### src/rtl/shift_arbiter_if.sv
// Requester/consumer bundle for shift_arbiter: two shift requesters in, one response out.
// Handshake: a transfer happens on a rising edge where valid && ready are both high.
interface shift_arbiter_if;
  logic        req0_valid;
  logic        req0_ready;
  logic [31:0] req0_in;
  logic [1:0]  req0_op;
  logic [4:0]  req0_amt;
  logic        req1_valid;
  logic        req1_ready;
  logic [31:0] req1_in;
  logic [1:0]  req1_op;
  logic [4:0]  req1_amt;
  logic        rsp_valid;
  logic        rsp_ready;
  logic        rsp_id;
  logic [31:0] rsp_data;
  logic        rsp_err;

  modport slave (
    input  req0_valid, req0_in, req0_op, req0_amt,
    input  req1_valid, req1_in, req1_op, req1_amt,
    input  rsp_ready,
    output req0_ready, req1_ready,
    output rsp_valid, rsp_id, rsp_data, rsp_err
  );

  modport master (
    output req0_valid, req0_in, req0_op, req0_amt,
    output req1_valid, req1_in, req1_op, req1_amt,
    output rsp_ready,
    input  req0_ready, req1_ready,
    input  rsp_valid, rsp_id, rsp_data, rsp_err
  );
endinterface

### src/rtl/shift_arbiter.sv
// Two-requester arbiter sharing one barrel shifter; IDLE -> EXEC -> RESP per operation.
// Optional macro SHIFT_ARB_ROUND_ROBIN_EN: round-robin on contention (default: requester 0 wins).
module shift_arbiter_shifter (
  input  logic [31:0] in_i,
  input  logic [1:0]  op_i,
  input  logic [4:0]  amt_i,
  output logic [31:0] data_o,
  output logic        err_o
);
  always_comb begin
    data_o = 32'h0;
    err_o  = 1'b0;
    case (op_i)
      2'b00:   data_o = in_i >> amt_i;
      2'b01:   data_o = $unsigned($signed(in_i) >>> amt_i);
      2'b10:   data_o = in_i << amt_i;
      default: err_o  = 1'b1;
    endcase
  end
endmodule

module shift_arbiter (
  input  logic          clock,
  input  logic          reset,
  shift_arbiter_if.slave bus,
  output logic [1:0]    dbg_state
);
  typedef enum logic [1:0] {
    S_IDLE = 2'd0,
    S_EXEC = 2'd1,
    S_RESP = 2'd2
  } state_e;

  state_e      state_q, state_d;
  logic [31:0] in_q, in_d;
  logic [1:0]  op_q, op_d;
  logic [4:0]  amt_q, amt_d;
  logic        id_q, id_d;
  logic [31:0] rsp_data_q, rsp_data_d;
  logic        rsp_err_q, rsp_err_d;
  logic        rsp_id_q, rsp_id_d;
  logic        rsp_valid_q, rsp_valid_d;
  logic        grant0, grant1;
  logic        ready0, ready1, accept;
  logic [31:0] sh_data;
  logic        sh_err;

`ifdef SHIFT_ARB_ROUND_ROBIN_EN
  logic last_grant_q, last_grant_d;

  always_comb begin
    grant0 = 1'b0;
    grant1 = 1'b0;
    if (bus.req0_valid && bus.req1_valid) begin
      grant0 = last_grant_q;
      grant1 = !last_grant_q;
    end else begin
      grant0 = bus.req0_valid;
      grant1 = bus.req1_valid;
    end
  end

  always_comb begin
    last_grant_d = last_grant_q;
    if (accept) last_grant_d = ready1;
  end

  always_ff @(posedge clock) begin
    if (reset) last_grant_q <= 1'b1;
    else       last_grant_q <= last_grant_d;
  end
`else
  always_comb begin
    grant0 = bus.req0_valid;
    grant1 = bus.req1_valid && !bus.req0_valid;
  end
`endif

  // Readies are gated by reset so a handshake can never coincide with reset.
  assign ready0 = (state_q == S_IDLE) && !reset && grant0;
  assign ready1 = (state_q == S_IDLE) && !reset && grant1;
  assign accept = ready0 || ready1;

  shift_arbiter_shifter u_shifter (
    .in_i   (in_q),
    .op_i   (op_q),
    .amt_i  (amt_q),
    .data_o (sh_data),
    .err_o  (sh_err)
  );

  always_comb begin
    state_d     = state_q;
    in_d        = in_q;
    op_d        = op_q;
    amt_d       = amt_q;
    id_d        = id_q;
    rsp_data_d  = rsp_data_q;
    rsp_err_d   = rsp_err_q;
    rsp_id_d    = rsp_id_q;
    rsp_valid_d = rsp_valid_q;
    case (state_q)
      S_IDLE: begin
        if (accept) begin
          in_d    = ready1 ? bus.req1_in  : bus.req0_in;
          op_d    = ready1 ? bus.req1_op  : bus.req0_op;
          amt_d   = ready1 ? bus.req1_amt : bus.req0_amt;
          id_d    = ready1;
          state_d = S_EXEC;
        end
      end
      S_EXEC: begin
        rsp_data_d  = sh_data;
        rsp_err_d   = sh_err;
        rsp_id_d    = id_q;
        rsp_valid_d = 1'b1;
        state_d     = S_RESP;
      end
      S_RESP: begin
        if (bus.rsp_ready) begin
          rsp_valid_d = 1'b0;
          state_d     = S_IDLE;
        end
      end
      default: state_d = S_IDLE;
    endcase
  end

  always_ff @(posedge clock) begin
    if (reset) begin
      state_q     <= S_IDLE;
      in_q        <= 32'h0;
      op_q        <= 2'b00;
      amt_q       <= 5'd0;
      id_q        <= 1'b0;
      rsp_data_q  <= 32'h0;
      rsp_err_q   <= 1'b0;
      rsp_id_q    <= 1'b0;
      rsp_valid_q <= 1'b0;
    end else begin
      state_q     <= state_d;
      in_q        <= in_d;
      op_q        <= op_d;
      amt_q       <= amt_d;
      id_q        <= id_d;
      rsp_data_q  <= rsp_data_d;
      rsp_err_q   <= rsp_err_d;
      rsp_id_q    <= rsp_id_d;
      rsp_valid_q <= rsp_valid_d;
    end
  end

  assign bus.req0_ready = ready0;
  assign bus.req1_ready = ready1;
  assign bus.rsp_valid  = rsp_valid_q;
  assign bus.rsp_data   = rsp_data_q;
  assign bus.rsp_err    = rsp_err_q;
  assign bus.rsp_id     = rsp_id_q;
  assign dbg_state      = state_q;
endmodule

### src/flat_wrapper.sv
// flat-port wrapper written by rule: the top's interface ports become plain ports
module shift_arbiter_flat 
  (clock, reset, dbg_state, bus_req0_valid, bus_req0_in, bus_req0_op, bus_req0_amt, bus_req1_valid, bus_req1_in, bus_req1_op, bus_req1_amt, bus_rsp_ready, bus_req0_ready, bus_req1_ready, bus_rsp_valid, bus_rsp_id, bus_rsp_data, bus_rsp_err);
  shift_arbiter_if bus_i ();
  input  logic clock;
  input  logic reset;
  output logic [1:0] dbg_state;
  input wire logic [$bits(bus_i.req0_valid)-1:0] bus_req0_valid;
  input wire logic [$bits(bus_i.req0_in)-1:0] bus_req0_in;
  input wire logic [$bits(bus_i.req0_op)-1:0] bus_req0_op;
  input wire logic [$bits(bus_i.req0_amt)-1:0] bus_req0_amt;
  input wire logic [$bits(bus_i.req1_valid)-1:0] bus_req1_valid;
  input wire logic [$bits(bus_i.req1_in)-1:0] bus_req1_in;
  input wire logic [$bits(bus_i.req1_op)-1:0] bus_req1_op;
  input wire logic [$bits(bus_i.req1_amt)-1:0] bus_req1_amt;
  input wire logic [$bits(bus_i.rsp_ready)-1:0] bus_rsp_ready;
  output wire logic [$bits(bus_i.req0_ready)-1:0] bus_req0_ready;
  output wire logic [$bits(bus_i.req1_ready)-1:0] bus_req1_ready;
  output wire logic [$bits(bus_i.rsp_valid)-1:0] bus_rsp_valid;
  output wire logic [$bits(bus_i.rsp_id)-1:0] bus_rsp_id;
  output wire logic [$bits(bus_i.rsp_data)-1:0] bus_rsp_data;
  output wire logic [$bits(bus_i.rsp_err)-1:0] bus_rsp_err;
  assign bus_i.req0_valid = bus_req0_valid;
  assign bus_i.req0_in = bus_req0_in;
  assign bus_i.req0_op = bus_req0_op;
  assign bus_i.req0_amt = bus_req0_amt;
  assign bus_i.req1_valid = bus_req1_valid;
  assign bus_i.req1_in = bus_req1_in;
  assign bus_i.req1_op = bus_req1_op;
  assign bus_i.req1_amt = bus_req1_amt;
  assign bus_i.rsp_ready = bus_rsp_ready;
  assign bus_req0_ready = bus_i.req0_ready;
  assign bus_req1_ready = bus_i.req1_ready;
  assign bus_rsp_valid = bus_i.rsp_valid;
  assign bus_rsp_id = bus_i.rsp_id;
  assign bus_rsp_data = bus_i.rsp_data;
  assign bus_rsp_err = bus_i.rsp_err;
  shift_arbiter u_core (.clock(clock), .reset(reset), .bus(bus_i), .dbg_state(dbg_state));
endmodule
### config.mk
export PLATFORM = sky130hd
export DESIGN_NAME = shift_arbiter_flat
export DESIGN_NICKNAME = d
export VERILOG_FILES = /design/src/rtl/shift_arbiter_if.sv /design/src/rtl/shift_arbiter.sv /design/src/flat_wrapper.sv
export SDC_FILE = /design/constraint.sdc
export NUM_CORES = 1
export LEC_CHECK = 0
export ABC_AREA = 0
export BUFFER_PORTS_ARGS = -buffer_cell sky130_fd_sc_hd__clkbuf_2
export CAP_MARGIN = 20
export CELL_PAD_IN_SITES_DETAIL_PLACEMENT = 1
export CELL_PAD_IN_SITES_GLOBAL_PLACEMENT = 2
export CORE_ASPECT_RATIO = 0.7
export CORE_MARGIN = 2
export CORE_UTILIZATION = 30
export CTS_BUF_LIST = sky130_fd_sc_hd__clkbuf_16
export CTS_CLUSTER_SIZE = 40
export DETAILED_ROUTE_END_ITERATION = 10
export PLACE_DENSITY = 0.72
export SYNTH_ARGS = -nofsm -noshare
export SYNTH_HDL_FRONTEND = slang
export SYNTH_SLANG_ARGS = --single-unit
export TNS_END_PERCENT = 1
### constraint.sdc
create_clock -name clock -period 2.75 [get_ports clock]
set_input_delay 0.55 -clock clock [delete_from_list [all_inputs] [get_ports clock]]
set_output_delay 0.55 -clock clock [all_outputs]
set_load 0.01 [all_outputs]
==> results.py, run 1 <==
metrics = {
    "drt": {
        "met1_length_mm": 15.09,
        "first_pass_iters": 5,
        "post_drt_wl_per_cell_um": 25.36,
        "drt-vias-per-instance": 6.152,
        "drc": 0,
        "top_layer": "met4",
        "via_count": 7899,
        "wl_met3_mm": 3.365,
        "met2_length_mm": 13.15,
        "antenna_left": 0,
        "wirelength_mm": 32.56,
        "drt_iter0_markers": 771,
    },
    "synth": {
        "synth_area_leaders": "dfxtp_1 (20%), mux4_2 (18%), mux2i_1 (8.3%), nand2_1 (6.5%), nor2_1 (5.3%)",
        "ys.flop_type": "dfxtp_1",
        "yosysMostFrequentCell": "nand2_1",
        "synth_common_cells": "nand2_1 (132), nor2_1 (108), dfxtp_1 (77), mux2i_1 (63), mux4_2 (60)",
        "synth_area_um2": 7621,
        "synth.top_cell.area_share_pct": 20.23,
        "synth_seq_area_share_pct": 20.23,
        "synth-seq-cells": 77,
        "syn_avg_cell_area_um2": 8.862,
        "yosysTopAreaCell": "dfxtp_1",
        "synth_fp_nets": 943,
        "synth_warnings": 0,
        "synth_edf_count": 0,
        "async_flop_share_pct": 0,
        "synth_cells": 860,
        "synthDistinctLibCells": 74,
    },
    "timing": {
        "rsz0062_at_grt": "false",
        "skew_ns": 0.01362,
        "fin_tns_setup_ns": 0,
        "max-slew-margin-rel_pct": 33.37,
        "setup_viol": 0,
        "maxSlewViolCount": 0,
        "min_period_ns": 2.604,
        "timing.final.crit_share_pct": 94.69,
        "tightest_slew_ns": 0.9890,
        "hold_violations": 0,
        "max_freq_mhz": 384.0,
    },
    "cts": {
        "cts_setup_buffers": 0,
        "cts_made_buffers": 9,
        "path_clk_slew_ns": 0.07,
        "clockBufferDepth": 2,
        "clkSinkCount": 77,
        "cts_hold_buf": 0,
        "cts_tree": "yes",
        "cts-root-buf": "clkbuf_16",
        "insertion_delay_ns": 0.37,
        "htree_levels": 3,
    },
    "die": {
        "rows": 48,
        "die_y_um": 137.4,
        "fp.coreArea_um2": 24800,
        "start_util_pct": 30.73,
        "io-pin-count": 122,
        "dieArea_um2": 26710,
        "die_x_um": 194.5,
    },
    "cells_and_area": {
        "final_nets": 1037,
        "finalNonFillerCells": 1284,
        "drive_gt1_share_pct": 31.07,
        "areaGrowthSynthToFinish_pct": 16.78,
        "antennaDiodeCount": 0,
        "final_cell_area_um2": 8900,
        "fin_util_pct": 35.88,
    },
    "global_routing": {
        "grt_pass1_wl_mm": 49.46,
        "grt_max_degree": 68,
        "grt_usage_pct": 24.71,
        "grt_pass1_vias": 7773,
        "antenna_found_initial": 0,
        "gr-total-overflow": 0,
    },
    "pwr": {
        "ir_worst_vdd_mv": 0.3274,
        "p_sw_mw": 1.807,
        "powerDensity_nw_per_um2": 520.8,
        "p_int_mw": 2.828,
        "clock_power_share_pct": 27.9,
        "cellLeakagePower_nw": 3.449,
        "seq_power_share_pct": 31.2,
        "power_frac_comb_pct": 40.9,
        "power.share.switching_pct": 38.99,
    },
    "placement": {
        "placed_cell_area_um2": 8589,
        "dp_hpwl_mm": 24.52,
        "dpl.cell_count": 1268,
        "place_congestion": 0.9522,
        "port_buffers": 121,
    },
    "setup_path": {
        "cp.required_ns": 3.07,
        "start_kind": "flip-flop",
        "cp_data_arrival_time_ns": 2.93,
        "path_cells": "clkinv_1 > buf_4 > mux4_2 > a221oi_1 > or2_1 > a22o_1",
        "slowest_stage": "mux4_2",
        "cp-end-kind": "flip-flop",
        "crit_type": "flip-flop to flip-flop",
        "crit_buf_inv": 2,
        "critical_path.top_delay_family": "buffers and inverters",
        "slowest_delay_ns": 0.54,
        "cp_max_fo": 10,
    },
    "outcome": {
        "run_status": "completed",
    },
    "flow_run": {
        "drv_cap": 0,
    },
    "min_path": {
        "hp-class": "input port to flip-flop",
    },
}
==> power groups by stage <==
stage / combinational, mW / sequential, mW / clock (mW)
2_1_floorplan: 1.33 / 1.31 / 0
3_3_place_gp: 1.84 / 1.46 / 0
3_5_place_dp: 1.85 / 1.46 / 0
4_1_cts: 1.86 / 1.44 / 1.33
5_1_grt: 2.03 / 1.46 / 1.38
6_report: 1.89 / 1.45 / 1.29
==> cell families after synthesis <==
logic type	Yosys count	synth area share, %
multiplexers	158	33.94
AND/OR/NAND/NOR	306	17.19
flip-flops	77	20.23
AO/OA/AOI/OAI	207	19.72
buffers and inverters	112	8.931
==> placed cells by master (no fill, tap or decap), types with 4 or more instances in the layout <==
master       n
a211oi_1    13
a21oi_1     43
a221oi_1     7
a22oi_1      6
a311oi_1    43
a31oi_1      5
and2_1       7
and3_1       4
buf_12       8
buf_4       59
clkbuf_16    9
clkbuf_2   121
clkinv_1     4
dfxtp_1     74
inv_1        4
mux2_2      21
mux2i_1     62
mux4_1      14
mux4_2      60
nand2_1    132
nand2b_1     6
nand3_1      7
nor2_1     108
nor2b_1      6
nor3_1      12
nor4_1       6
o211ai_1     6
o21ai_0     24
o221ai_1     7
o22ai_1      8
o31ai_1      5
==> stage by stage <==
| step | total power, mW | worst slack (ns) | hold slack (ns) |
|---|---|---|---|
| global placement | 3.295 | 0.1581 | 0.4507 |
| floorplan | 2.645 | 0.6301 | 0.4308 |
| global route | 4.865 | 0.1066 | 0.4282 |
| finish | 4.635 | 0.1459 | 0.4073 |
| CTS | 4.628 | 0.1440 | 0.3978 |
| detailed placement | 3.310 | 0.1303 | 0.4552 |
==> registers in the layout (all words and copies together), names as in the netlist <==
register / count
u_core.amt_q: 5
u_core.bus.rsp_data: 32
u_core.bus.rsp_err: 1
u_core.bus.rsp_id: 1
u_core.bus.rsp_valid: 1
u_core.dbg_state: 2
u_core.id_q: 1
u_core.in_q: 32
u_core.op_q: 2
==> final timing paths <==
check / from / end / slack, ns / cells past startpoint
setup / recovery: u_core.amt_q[1] / u_core.bus.rsp_data[9] / 0.15 / 6
hold / removal: bus_req0_valid / u_core.id_q / 0.41 / 2
setup reg to reg: u_core.amt_q[1] / u_core.bus.rsp_data[9] / 0.15 / 6
hold reg to reg: u_core.bus.rsp_data[13] / u_core.bus.rsp_data[13] / 0.46 / 2
==> layout make-up <==
type,instances,area (um^2)
Clock inverter,7,81.33
Timing Repair Buffer,188,1209
Tap cell,325,406.6
Sequential cell,77,1548
Fill cell,2958,15900
Inverter,7,26.28
Clock buffer,9,225.2
Multi-Input combinational cell,671,5404
==> metal layers <==
layer	track usage, %	vias to the layer above
met5	0	-
met4	8.590	0
met3	7.099	58
met2	35.23	407
met1	35.40	3952
li1	-	3482
==> repair_timing <==
action | CTS | global route
resized for setup | 0 | 1
endpoints found under the hold margin | 0 | 0
setup endpoints to repair | 0 | 1
Note: power is estimated with default switching activity, not from simulation.
==> run 2: changes to the inputs <==
Settings changed: CORE_UTILIZATION 30 to 35, PLACE_DENSITY 0.72 to 0.82, SLEW_MARGIN from default to 5.
==> run 2 against run 1 <==
Clock skew is 0.0025 ns lower. Critical path type unchanged. Register-to-register slack worse by 0.13 ns. Largest cell class unchanged. Die area is 14% lower. Cell area hardly changed. Combinational power is 3% higher. Setup slack worse by 0.13 ns. Flip-flop and latch count stayed put. Cell count is 2.9% lower. Power is 1.9% higher. Clock-buffer cell count is 1 higher.
==> results.py, run 2 (synthesis results as in run 1) <==
metrics = {
    "setup_path": {
        "crit_type": "flip-flop to flip-flop",
        "reg2reg_from": "u_core.amt_q[0]",
        "ff2ff_path_depth": 6,
        "cp-end-kind": "flip-flop",
        "cp_max_fo": 30,
        "cp.required_ns": 3.00,
        "ff2ff_setup_slack_ns": 0.01,
        "r2r_end": "u_core.bus.rsp_data[9]",
        "cp_data_arrival_time_ns": 2.99,
        "start_kind": "flip-flop",
    },
    "placement": {
        "dp_hpwl_mm": 24.24,
        "place_congestion": 0.9900,
        "port_buffers": 121,
        "dp_slack_ns": 0.1035,
    },
    "cells_and_area": {
        "fin_util_pct": 41.34,
        "drive_gt1_share_pct": 31.40,
        "final_cell_mix": "nand2_1 (132), clkbuf_2 (121), nor2_1 (108), dfxtp_1 (74), buf_4 (66)",
        "areaGrowthSynthToFinish_pct": 16.68,
        "antennaDiodeCount": 0,
        "final_nets": 1043,
        "final_common_cell": "nand2_1",
    },
    "timing": {
        "hold_violations": 0,
        "rsz0062_at_grt": "false",
        "max_freq_mhz": 365.4,
        "hold_ws_ns": 0.4049,
        "skew_ns": 0.01113,
        "tightest_slew_ns": 1.020,
        "setup_viol": 0,
        "maxSlewViolCount": 0,
        "fin_tns_setup_ns": 0,
        "min_period_ns": 2.737,
        "timing.final.crit_share_pct": 99.52,
        "setup_slack_ns": 0.01325,
        "max-slew-margin-rel_pct": 31.97,
    },
    "cts": {
        "clkSinkCount": 77,
        "insertion_delay_ns": 0.36,
        "cts_made_buffers": 9,
        "cts_tree": "yes",
        "cts-root-buf": "clkbuf_16",
        "cts_hold_buf": 0,
        "post_cts_resized": 0,
        "htree_levels": 3,
        "clockBufferDepth": 2,
        "cts_setup_buffers": 0,
        "path_clk_slew_ns": 0.07,
    },
    "die": {
        "fp.coreArea_um2": 21510,
        "start_util_pct": 35.43,
        "dieArea_um2": 22990,
        "rows": 45,
        "io-pin-count": 122,
        "die_x_um": 180.4,
        "die_y_um": 127.5,
    },
    "outcome": {
        "run_status": "completed",
    },
    "min_path": {
        "hp-class": "input port to flip-flop",
        "hold_start": "bus_req0_valid",
        "min_path_cells": 2,
        "min_to": "u_core.id_q",
    },
    "pwr": {
        "power_mw": 4.722,
        "seq_power_share_pct": 29.9,
        "powerDensity_nw_per_um2": 531.0,
        "power.share.switching_pct": 38.70,
        "clock_power_share_pct": 28.8,
        "p_int_mw": 2.894,
        "p_sw_mw": 1.827,
        "ir_worst_vdd_mv": 0.3193,
        "power_frac_comb_pct": 41.3,
        "cellLeakagePower_nw": 3.489,
    },
    "drt": {
        "drt-vias-per-instance": 6.294,
        "drt_iter0_markers": 950,
        "drc": 0,
        "first_pass_iters": 6,
        "post_drt_wl_per_cell_um": 25.82,
        "via_count": 7848,
        "antenna_left": 0,
        "wirelength_mm": 32.20,
    },
    "global_routing": {
        "grt_pass1_vias": 7906,
        "grt_max_degree": 48,
        "grt_usage_pct": 28.03,
        "antenna_found_initial": 0,
        "gr-total-overflow": 0,
        "grt_pass1_wl_mm": 49.31,
    },
    "flow_run": {
        "drv_cap": 0,
    },
}
==> run 2: per-stage QoR <==
stage                     std cells  cell area, um^2
after floorplan                 860             7621
after global placement         1231             8568
after detailed placement       1231             8568
after CTS                      1247             8894
after global routing           1247             8892
final                          1247             8892
==> run 2: worst max path at each step <==
stage | cells past startpoint | slack (ns) | to | startpoint
2_1_floorplan | 6 | 0.63 | u_core.bus.rsp_data[15] | u_core.amt_q[0]
3_3_place_gp | 7 | 0.10 | u_core.bus.rsp_data[9] | u_core.amt_q[2]
3_5_place_dp | 6 | 0.10 | u_core.bus.rsp_data[16] | u_core.amt_q[0]
4_1_cts | 7 | 0.09 | u_core.bus.rsp_data[9] | u_core.amt_q[2]
5_1_grt | 7 | 0.02 | u_core.bus.rsp_data[25] | u_core.amt_q[0]
6_report | 6 | 0.01 | u_core.bus.rsp_data[9] | u_core.amt_q[0]
==> run 2: layer usage <==
metal	wire, um	track usage, %	vias to the layer above
met4	898	8.871	0
met2	13520	41.22	398
li1	-	-	3497
met3	3508	8.723	64
met5	0	0	-
met1	14270	39.28	3889
==> run 2: area by class of cell <==
cell class / count / area, um^2
fill: 2551 / 12620
multi-input combinational: 671 / 5396
sequential: 77 / 1550
timing repair buffer: 194 / 1241
tap: 282 / 352.8
clock buffer: 10 / 250.2
clock inverter: 6 / 75.07
inverter: 7 / 26.28
==> run 2: worst max-delay path, cell delays in order (launching register included) <==
cell      delay [ns]
dfxtp_4         0.53
buf_12          0.27
mux4_1          0.60
mux2i_1         0.50
a221oi_1        0.24
or2_1           0.28
a22o_1          0.19
==> run 2: power groups by stage <==
stage	Combinational, mW	Clock [mW]	Sequential [mW]
finish	1.95	1.36	1.41
floorplan	1.33	0	1.31
global placement	1.88	0	1.42
global route	2.07	1.42	1.42
detailed placement	1.90	0	1.43
CTS	1.91	1.38	1.40
==> run 3: changes to the inputs <==
Settings changed: MAX_ROUTING_LAYER from default to met4.
==> run 3 against run 2 <==
Clock-buffer cell count down 1. Sequential share of layout area increased by 0.10 points. Register-to-register slack gained 0.13 ns. Critical path depth did not move. First-iteration DRC count rose by 2.1%. Critical endpoint unchanged. Largest power group unchanged. Highest routed layer unchanged.
==> results.py, run 3 (synthesis results as in run 1) <==
metrics = {
    "placement": {
        "port_buffers": 121,
        "dpl.cell_count": 1225,
        "dp_slack_ns": 0.2072,
        "placed_cell_area_um2": 8536,
        "place_congestion": 0.9848,
        "dp_hpwl_mm": 24.18,
    },
    "pwr": {
        "ir_worst_vdd_mv": 0.3034,
        "power_mw": 4.575,
        "cellLeakagePower_nw": 3.444,
        "powerDensity_nw_per_um2": 518.4,
    },
    "die": {
        "die_x_um": 180.4,
        "die_y_um": 127.5,
        "rows": 45,
        "start_util_pct": 35.43,
        "dieArea_um2": 22990,
        "fp.coreArea_um2": 21510,
        "io-pin-count": 122,
    },
    "setup_path": {
        "slowest_delay_ns": 0.58,
        "crit_type": "flip-flop to flip-flop",
        "slowest_stage": "mux4_1",
        "start_kind": "flip-flop",
        "cp_data_arrival_time_ns": 2.86,
        "reg2reg_from": "u_core.amt_q[0]",
        "cp_max_fo": 32,
        "cp.required_ns": 3.00,
        "path_cells": "buf_12 > mux4_1 > mux2i_1 > a221oi_1 > or2_1 > a22o_1",
        "cp-end-kind": "flip-flop",
        "cp-startpoint": "u_core.amt_q[0]",
    },
    "global_routing": {
        "antenna_found_initial": 0,
        "grt_pass1_wl_mm": 49.49,
        "gr-total-overflow": 0,
        "grt_usage_pct": 28.80,
        "grt_pass1_vias": 7841,
        "grt_max_degree": 48,
    },
    "cells_and_area": {
        "final_common_cell": "nand2_1",
        "final_nets": 1037,
        "final_cell_area_um2": 8826,
        "areaGrowthSynthToFinish_pct": 15.81,
        "fin_util_pct": 41.04,
        "antennaDiodeCount": 0,
        "finalNonFillerCells": 1241,
        "final_cell_mix": "nand2_1 (132), clkbuf_2 (121), nor2_1 (108), dfxtp_1 (74), mux2i_1 (63)",
        "drive_gt1_share_pct": 31.18,
    },
    "drt": {
        "wirelength_mm": 31.98,
        "drt_iter0_markers": 970,
        "first_pass_iters": 5,
        "post_drt_wl_per_cell_um": 25.77,
        "antenna_left": 0,
        "drt-vias-per-instance": 6.392,
        "via_count": 7932,
        "drc": 0,
    },
    "flow_run": {
        "drv_cap": 0,
    },
    "timing": {
        "hold_violations": 0,
        "rsz0062_at_grt": "false",
        "timing.final.crit_share_pct": 94.62,
        "max-slew-margin-rel_pct": 29.61,
        "skew_ns": 0.009249,
        "setup_viol": 0,
        "maxSlewViolCount": 0,
        "hold_ws_ns": 0.4092,
        "setup_slack_ns": 0.1480,
        "min_period_ns": 2.602,
        "fin_tns_setup_ns": 0,
        "tightest_slew_ns": 1.056,
        "max_freq_mhz": 384.3,
    },
    "cts": {
        "htree_levels": 3,
        "clockBufferDepth": 2,
        "path_clk_slew_ns": 0.07,
        "clkSinkCount": 77,
        "cts_setup_buffers": 0,
        "cts-root-buf": "clkbuf_16",
        "post_cts_resized": 0,
        "cts_tree": "yes",
        "cts_hold_buf": 0,
        "cts_made_buffers": 9,
        "insertion_delay_ns": 0.36,
    },
    "min_path": {
        "hold_start": "bus_req0_valid",
        "hp-class": "input port to flip-flop",
    },
    "outcome": {
        "run_status": "completed",
    },
}
[run 3: cell types whose count changed in the layout (fill, tap and decap cells not counted), sizes merged]
cell / change
clkinvlp: +2
bufinv: -1
clkbuf: -1
buf: -6
[run 3: layout make-up]
cell class | instances | area, um^2
clock buffers | 9 | 225.2
clock inverters | 7 | 65.06
fillers | 2585 | 12680
inverters | 7 | 26.28
multi-input cells | 671 | 5400
flip-flops and latches | 77 | 1548
well taps | 282 | 352.8
repair buffers | 188 | 1209
[run 3: routing by layer]
| metal | vias up | global-route usage, % | share of wire, % | wire [um] |
|---|---|---|---|---|
| li1 | 3477 | - | - | - |
| met1 | 3947 | 40.67 | 46 | 14790 |
| met2 | 453 | 41.36 | 42 | 13480 |
| met3 | 55 | 5.787 | 8.8 | 2820 |
| met4 | 0 | 9.108 | 2.8 | 890 |
| met5 | - | - | 0 | 0 |
[run 3: final timing paths]
kind | to | slack, ns | cells past startpoint
min reg2reg | u_core.bus.rsp_data[13] | 0.45 | 2
min | u_core.id_q | 0.41 | 2
max | u_core.bus.rsp_data[9] | 0.15 | 6
max reg2reg | u_core.bus.rsp_data[9] | 0.15 | 6
[run 3: power by group]
group | leakage [nW] | internal, mW | switching (mW)
Combinational | 2.67 | 0.838 | 1.09
Sequential | 0.632 | 1.21 | 0.211
Clock | 0.139 | 0.698 | 0.531
Total | 3.44 | 2.75 | 1.83
[run 3: worst max-delay path: cells and delay by family (launching register included)]
family | cells | cell delay, ns
flops | 1 | 0.50
mux | 2 | 1.03
simple gates | 1 | 0.26
compound gates | 2 | 0.41
buf+inv | 1 | 0.28
